## src/rtl/wrr_arbiter.sv

```systemverilog
// Weighted round-robin arbiter for four requesters; grant registered, 1 cycle from request.
// An owner holds for up to weight+1 cycles and releases early when its request drops.
// Optional per-requester grant-start counters are enabled with WRR_ARBITER_STATS_EN.
module wrr_arbiter #(
    parameter int WEIGHT_W = 2
) (
    input  logic                  clk,
    input  logic                  rst_n,
    input  logic [3:0]            req,
    input  logic [4*WEIGHT_W-1:0] weight,
    output logic [3:0]            gnt,
    output logic [1:0]            gnt_id,
    output logic                  gnt_valid
`ifdef WRR_ARBITER_STATS_EN
    ,
    output logic [31:0]           gnt_cnt
`endif
);

    typedef enum logic {IDLE, OWN} state_t;

    state_t              state_q, state_d;
    logic [1:0]          ptr_q, ptr_d;
    logic [WEIGHT_W-1:0] cnt_q, cnt_d;
    logic [WEIGHT_W-1:0] limit_q, limit_d;
    logic [3:0]          gnt_q, gnt_d;
    logic [1:0]          gnt_id_q, gnt_id_d;
    logic                gnt_valid_q, gnt_valid_d;

    logic                rel;
    logic                start;
    logic [1:0]          base;
    logic [1:0]          owner;

    // Highest-priority set bit, searching base, base+1, ... (mod 4).
    function automatic logic [1:0] pick(input logic [3:0] r, input logic [1:0] b);
        logic [1:0] idx;
        pick = b;
        for (int i = 3; i >= 0; i--) begin
            idx = b + 2'(i);
            if (r[idx]) pick = idx;
        end
    endfunction

    always_ff @(posedge clk or negedge rst_n) begin
        if (!rst_n) state_q <= IDLE;
        else        state_q <= state_d;
    end

    always_comb begin
        rel = 1'b0;
        if (state_q == OWN) rel = !req[gnt_id_q] || (cnt_q == limit_q);
        state_d = state_q;
        case (state_q)
            IDLE:    if (req != 4'b0000) state_d = OWN;
            OWN:     if (rel && (req == 4'b0000)) state_d = IDLE;
            default: state_d = IDLE;
        endcase
    end

    always_comb begin
        start       = 1'b0;
        base        = ptr_q;
        ptr_d       = ptr_q;
        cnt_d       = cnt_q;
        limit_d     = limit_q;
        gnt_d       = gnt_q;
        gnt_id_d    = gnt_id_q;
        gnt_valid_d = gnt_valid_q;
        if (state_q == IDLE) begin
            start = (req != 4'b0000);
        end else if (rel) begin
            ptr_d = gnt_id_q + 2'd1;
            base  = gnt_id_q + 2'd1;
            start = (req != 4'b0000);
            if (!start) begin
                gnt_d       = 4'b0000;
                gnt_id_d    = 2'd0;
                gnt_valid_d = 1'b0;
                cnt_d       = '0;
            end
        end else begin
            cnt_d = cnt_q + WEIGHT_W'(1);
        end
        owner = pick(req, base);
        // Weight is sampled only here, so changes during a hold are ignored.
        if (start) begin
            gnt_d       = 4'b0001 << owner;
            gnt_id_d    = owner;
            gnt_valid_d = 1'b1;
            cnt_d       = '0;
            limit_d     = weight[int'(owner)*WEIGHT_W +: WEIGHT_W];
        end
    end

    always_ff @(posedge clk or negedge rst_n) begin
        if (!rst_n) begin
            ptr_q       <= 2'd0;
            cnt_q       <= '0;
            limit_q     <= '0;
            gnt_q       <= 4'b0000;
            gnt_id_q    <= 2'd0;
            gnt_valid_q <= 1'b0;
        end else begin
            ptr_q       <= ptr_d;
            cnt_q       <= cnt_d;
            limit_q     <= limit_d;
            gnt_q       <= gnt_d;
            gnt_id_q    <= gnt_id_d;
            gnt_valid_q <= gnt_valid_d;
        end
    end

    assign gnt       = gnt_q;
    assign gnt_id    = gnt_id_q;
    assign gnt_valid = gnt_valid_q;

`ifdef WRR_ARBITER_STATS_EN
    logic [3:0][7:0] gnt_cnt_q, gnt_cnt_d;

    always_comb begin
        gnt_cnt_d = gnt_cnt_q;
        if (start && (gnt_cnt_q[owner] != 8'hFF)) gnt_cnt_d[owner] = gnt_cnt_q[owner] + 8'd1;
    end

    always_ff @(posedge clk or negedge rst_n) begin
        if (!rst_n) gnt_cnt_q <= '0;
        else        gnt_cnt_q <= gnt_cnt_d;
    end

    assign gnt_cnt = gnt_cnt_q;
`endif

endmodule

```

## config.mk

```make
export PLATFORM = sky130hd
export DESIGN_NAME = wrr_arbiter
export DESIGN_NICKNAME = d
export VERILOG_FILES = /design/src/rtl/wrr_arbiter.sv
export SDC_FILE = /design/constraint.sdc
export NUM_CORES = 1
export LEC_CHECK = 0
export BUFFER_PORTS_ARGS = -buffer_cell sky130_fd_sc_hd__buf_2
export CAP_MARGIN = 10
export CORE_MARGIN = 2
export CORE_UTILIZATION = 41
export CTS_BUF_LIST = sky130_fd_sc_hd__clkbuf_4 sky130_fd_sc_hd__clkbuf_8
export DETAILED_ROUTE_END_ITERATION = 8
export GPL_ROUTABILITY_DRIVEN = 0
export PLACE_DENSITY = 0.66
export SYNTH_ARGS = -nofsm -noshare
export SYNTH_HDL_FRONTEND = slang
export SYNTH_SLANG_ARGS = --single-unit
```

## constraint.sdc

```tcl
create_clock -name clk -period 3.3 [get_ports clk]
set_clock_uncertainty 0.2 [all_clocks]
set_input_delay 0.66 -clock clk [delete_from_list [all_inputs] [get_ports clk]]
set_output_delay 0.66 -clock clk [all_outputs]
set_load 0.01 [all_outputs]
```

Yosys cells after proc, flatten, opt, wreduce, memory -nomap -nowiden
Index checks and enable logic that the tools add are counted.
- memory bits (read-only): 0
- output and inout bits: 7
- bits of input ports: 14
- logic and storage cells: 69
- bits in latches: 0
- memories: 0
- bits in registers: 14
- bits in writable memories: 0
- reduce and logical (&&, ||, !) cells: 9
- bitwise logic cells: 1
- mux-type cells: 37
- order comparisons: 5
- multiply operators: 0
- add/sub/neg operators: 5
- equal/unequal tests: 3
- divide/modulo/power cells: 0
- shift-type cells: 2
- operators with widths (operator ; count):
    $mux W2 ; 13
    $mux W4 ; 4
    $lt A2 B3 Y1 const B ; 5
    $mux W1 ; 14
    $bmux W1 S2 ; 5
    $shiftx A8 B4 Y2 ; 1
    $add A2 B1 Y2 const B ; 3
    $add A2 B2 Y2 const B ; 2
    $logic_not A4 Y1 ; 1
    $reduce_bool A2 Y1 ; 2
    $reduce_bool A4 Y1 ; 1
    $shl A1 B2 Y4 const A ; 1
    $ne A3 B3 Y1 const B ; 1
    $reduce_and A3 Y1 ; 1
    $eq A2 B2 Y1 ; 1
    $ne A2 B2 Y1 const B ; 1
    $pmux W1 S2 ; 1
    $reduce_and A2 Y1 ; 1
    $logic_and A1 B1 Y1 ; 1
    $logic_not A1 Y1 ; 1
    $logic_or A1 B1 Y1 ; 1
    $not A1 Y1 ; 1

Logic depth before layout (Yosys ltp)
- word-level depth: 16
- gate-level depth with buffers: 9
- mapped depth without buffers: 9

Worst setup path after synthesis
No wires, ideal clock.
- kind: input to register
- from: in req[2]
- to: reg limit_q[1]
- arrival: 2.378 ns
- setup time: 0.090 ns
- buffers on the path: 0
- required time: 3.010 ns
- stages: 9
- slack: 0.632 ns
- cells stage by stage: mux2_2 o22ai_1 o21ai_1 o21ai_4 inv_2 o2bb2ai_2 a221oi_4 mux2_1 o221ai_1
- cells in the longest elaborated chain, start to end: 15
- elaborated cells between the ends (all ways): 26
- those cells by class: add/sub (3); shift (1); mux (19); reduce/logical (3)
- ends and longest elaborated chain (item ; line ; source):
    start: declaration ; 9 ; input logic [3:0] req,
    $bmux W1 S2 * ; 52 ; if (state_q == OWN) rel = !req[gnt_id_q] || (cnt_q == limit_q);
    $mux W1 (not written as such) * ; 52 ;
    $logic_not A1 Y1 * ; 52 ;
    $logic_or A1 B1 Y1 * ; 52 ;
    $mux W1 * ; 52 ;
    $mux W2 * ; 72 ; end else if (rel) begin
    $mux W2 * ; 70 ; if (state_q == IDLE) begin
    net base[1] ; 32 ; logic [1:0] base;
    $add A2 B2 Y2 ; 40 ; idx = b + 2'(i);
    $bmux W1 S2 ; 41 ; if (r[idx]) pick = idx;
    $mux W1 (not written as such) ; 41 ;
    $mux W2 (3 in series) ; 41 ;
    $mux W2 * ; 41 ;
    $shiftx A8 B4 Y2 * ; 92 ; limit_d = weight[int'(owner)*WEIGHT_W +: WEIGHT_W];
    end signal: assignment ; 107 ; limit_q <= limit_d;
    end: declaration ; 25 ; logic [WEIGHT_W-1:0] limit_q, limit_d;
The timed path passes the listed nets; every way through them passes the cells marked *. The select of a mux whose other input is x is not followed.
A chain may end at the register's enable or synchronous reset.

Worst setup path in the final report
- from: reg gnt_id_q[1], in the netlist gnt_id[1]
- to: reg limit_q[0]
- cells in the longest elaborated chain, start to end: 15
- elaborated cells between the ends (all ways): 26
- those cells by class: add/sub (4); shift (1); mux (19); reduce/logical (2)
- ends and longest elaborated chain (item ; line ; source):
    start: declaration ; 27 ; logic [1:0] gnt_id_q, gnt_id_d;
    start signal: assignment ; 109 ; gnt_id_q <= gnt_id_d;
    $bmux W1 S2 ; 52 ;
    $mux W1 (not written as such) ; 52 ;
    $logic_not A1 Y1 ; 52 ;
    $logic_or A1 B1 Y1 ; 52 ;
    $mux W1 ; 52 ;
    $mux W2 * ; 72 ;
    $mux W2 * ; 70 ;
    net base[1] ; 32 ;
    $add A2 B2 Y2 ; 40 ;
    $bmux W1 S2 ; 41 ;
    $mux W1 (not written as such) ; 41 ;
    $mux W2 (3 in series) ; 41 ;
    $mux W2 * ; 41 ;
    $shiftx A8 B4 Y2 * ; 92 ;
Marked as above.

==> reports/metrics.csv <==
metric,value,unit
p_sw,0.521,mW
finalSetupTns,0,ns
synth_area_leader_cell,dfrtp_1,
path_buf_inv,1,
pwr-share-seq,0.274,
drt_first_pass_iters,3,
required,3.30,ns
critPathKind,reg -> reg,
area_growth,20.4,%
tightest_slew,0.496,ns
clkTransAtPathRegs,0.09,ns
synth.ff_latch_count,14,
synth_edf_count,0,
drtAntennaViolNets,0,
crit_slowest_cell,dfrtp_1,
drt-total-wl,1.72,mm
core-area,0.00196,mm^2
reg2reg_slack,0.62,ns
grt_max_degree,15,
synth_area_per_cell,9.59,um^2
insertedDiodeCount,0,
fin_hold_ws,0.0513,ns
min_period,2.68,ns
cts_tree,done,
num_rows,16,
post_cts_buffers,0,
max_clock_freq,0.373,GHz
rsz0062_at_grt,no,
wl_per_cell,12.3,um
die-area,0.00246,mm^2
grt_pass1_wl,3.15,mm
cts-root-buf,clkbuf_4,
arrival,2.68,ns
cellLeakagePower,0.486,nW
combinationalPowerShare,0.618,
final_hold_viol_count,0,
synthTopCellsByArea,"dfrtp_1 (41%), nand2_1 (6.2%), o21ai_0 (5.3%)",
endpoint,limit_q[0]$_DFFE_PN0P_,
finalCritPeriodShare,0.812,
slowest_delay,0.45,ns
clk_latency,0.28,ns
path_depth,9,
pwr-share-clk,0.107,
power_density,1120,mW/mm^2
drc_errors,0,
cts-hold-fix-buffers,0,
grt_antenna_before_repair,0,
grt-ovfl-total,0,
cts_sinks,14,
yosysSeqAreaShare,0.411,
path_cells,mux2_2 -> o22ai_1 -> o21ai_1 -> o21ai_4 -> inv_2 -> o2bb2ai_2 -> a221oi_4 -> mux2_1 -> o221ai_1,
path_delay_family,compound AO/OA/AOI/OAI gates,
fin_nets,128,
grt.total_usage,0.169,
synthesis.area,853,um^2
synth.distinct_cells,34,
place_hpwl,1.36,mm
vias,721,
yosys_warnings,0,
synth_nets,103,
hp-class,in -> async,
cts_inserted_buffers,3,
num_io_pins,21,
cts_max_path_buffers,2,
setup_violations,0,
drive_gt1_frac,0.301,
r2r_cells,9,
end_kind,flop,
internal_power,0.625,mW
vias_per_cell,5.15,
die_h,49.6,um
drtIter0Drc,8,
p_sw_frac,0.455,
io_buffers,20,
synthCells,89,
cp-start-kind,flop,
maxSlewViolCount,0,
synth_ff_type,dfrtp_1,
outcome,finished clean,
reg2reg_to,limit_q[0]$_DFFE_PN0P_,
startpoint,gnt_id[1]$_DFFE_PN0P_,
synth_top_cell_area_share,0.411,
initial_core_util,0.435,
r2r-start,gnt_id[1]$_DFFE_PN0P_,
ys_top_cells_by_count,"dfrtp_1 (14), nand2_1 (14), o21ai_0 (9)",
cts_resized,0,
cap_violations,0,
grt_pass1_vias,722,
vdd_drop_max,468,uV
async_flop_share,1.00,
path_max_fanout,7,
die_w,49.6,um
htreeDepth,1,
relSlewSlack,0.669,
==> cell type report <==
| class | instances | area (um^2) |
|---|---|---|
| well taps | 27 | 33.8 |
| fillers | 203 | 935 |
| clock buffers | 4 | 36.3 |
| repair buffers | 21 | 108 |
| flip-flops and latches | 14 | 350 |
| multi-input cells | 67 | 473 |
| inverters | 7 | 26.3 |
==> stage by stage <==
step	worst slack (ns)	util	cell area, um^2	instances	total power [mW]
2_1_floorplan	0.632	-	853	89	0.868
3_3_place_gp	0.379	0.505	991	136	1.02
3_5_place_dp	0.347	0.505	991	136	1.03
4_1_cts	0.604	0.524	1030	140	1.16
5_1_grt	0.360	0.524	1030	140	1.27
6_report	0.621	0.524	1030	140	1.15
==> cell families after synthesis <==
kind of cell | Yosys count | share of synthesized area
DFF | 14 | 0.411
and+or+nand+nor | 30 | 0.174
muxes | 7 | 0.0880
buffers and inverters | 8 | 0.0352
xor gates and xnor gates | 3 | 0.0308
AOI/OAI and AO/OA | 27 | 0.261
==> registers in the layout, indices dropped and copies added, names as in the netlist <==
name and count:
gnt_valid 1, ptr_q 2, gnt 4, cnt_q 2, gnt_id 2, state_q 1, limit_q 2
==> per-layer routing <==
layer  routed length (um)  track usage  vias up
met5                    0            0        -
met4                   21       0.0556        0
met3                   68       0.0545        4
met2                  807        0.267       16
met1                  822        0.219      330
li1                     -            -      371
==> cells in the final DEF, fill, tap and decap left out, types with 2 or more instances in the layout <==
| cell type | count |
|---|---|
| mux2_1 | 2 |
| nand4_1 | 4 |
| o221ai_1 | 2 |
| inv_1 | 6 |
| o21ai_1 | 2 |
| dfrtp_1 | 14 |
| clkbuf_4 | 3 |
| mux2i_1 | 3 |
| a21o_1 | 3 |
| nor2_1 | 3 |
| o21ai_0 | 9 |
| nand2_1 | 14 |
| nand2b_1 | 2 |
| buf_2 | 20 |
| and2_1 | 2 |
| xor2_1 | 2 |
| mux2_2 | 2 |
==> how the worst min path moves through the flow <==
stage                                from                    end  slack [ns]  depth (start not counted)
floorplan                           rst_n   cnt_q[0]$_DFFE_PN0P_        0.16                          0
global placement    gnt_valid$_DFFE_PN0P_  gnt_valid$_DFFE_PN0P_        0.26                          1
detailed placement  gnt_valid$_DFFE_PN0P_  gnt_valid$_DFFE_PN0P_        0.27                          1
CTS                                 rst_n     gnt[1]$_DFFE_PN0P_        0.06                          1
global route                        rst_n     gnt[1]$_DFFE_PN0P_        0.06                          1
finish                              rst_n     gnt[1]$_DFFE_PN0P_        0.05                          1
==> power groups by stage <==
stage               Clock [mW]  Sequential [mW]  Combinational [mW]
floorplan                    0            0.323               0.545
global placement             0            0.316               0.705
detailed placement           0            0.317               0.718
CTS                      0.127            0.314               0.721
global route             0.137            0.327               0.803
finish                   0.123            0.315               0.709
No activity file was read; power rests on OpenSTA's default activity.
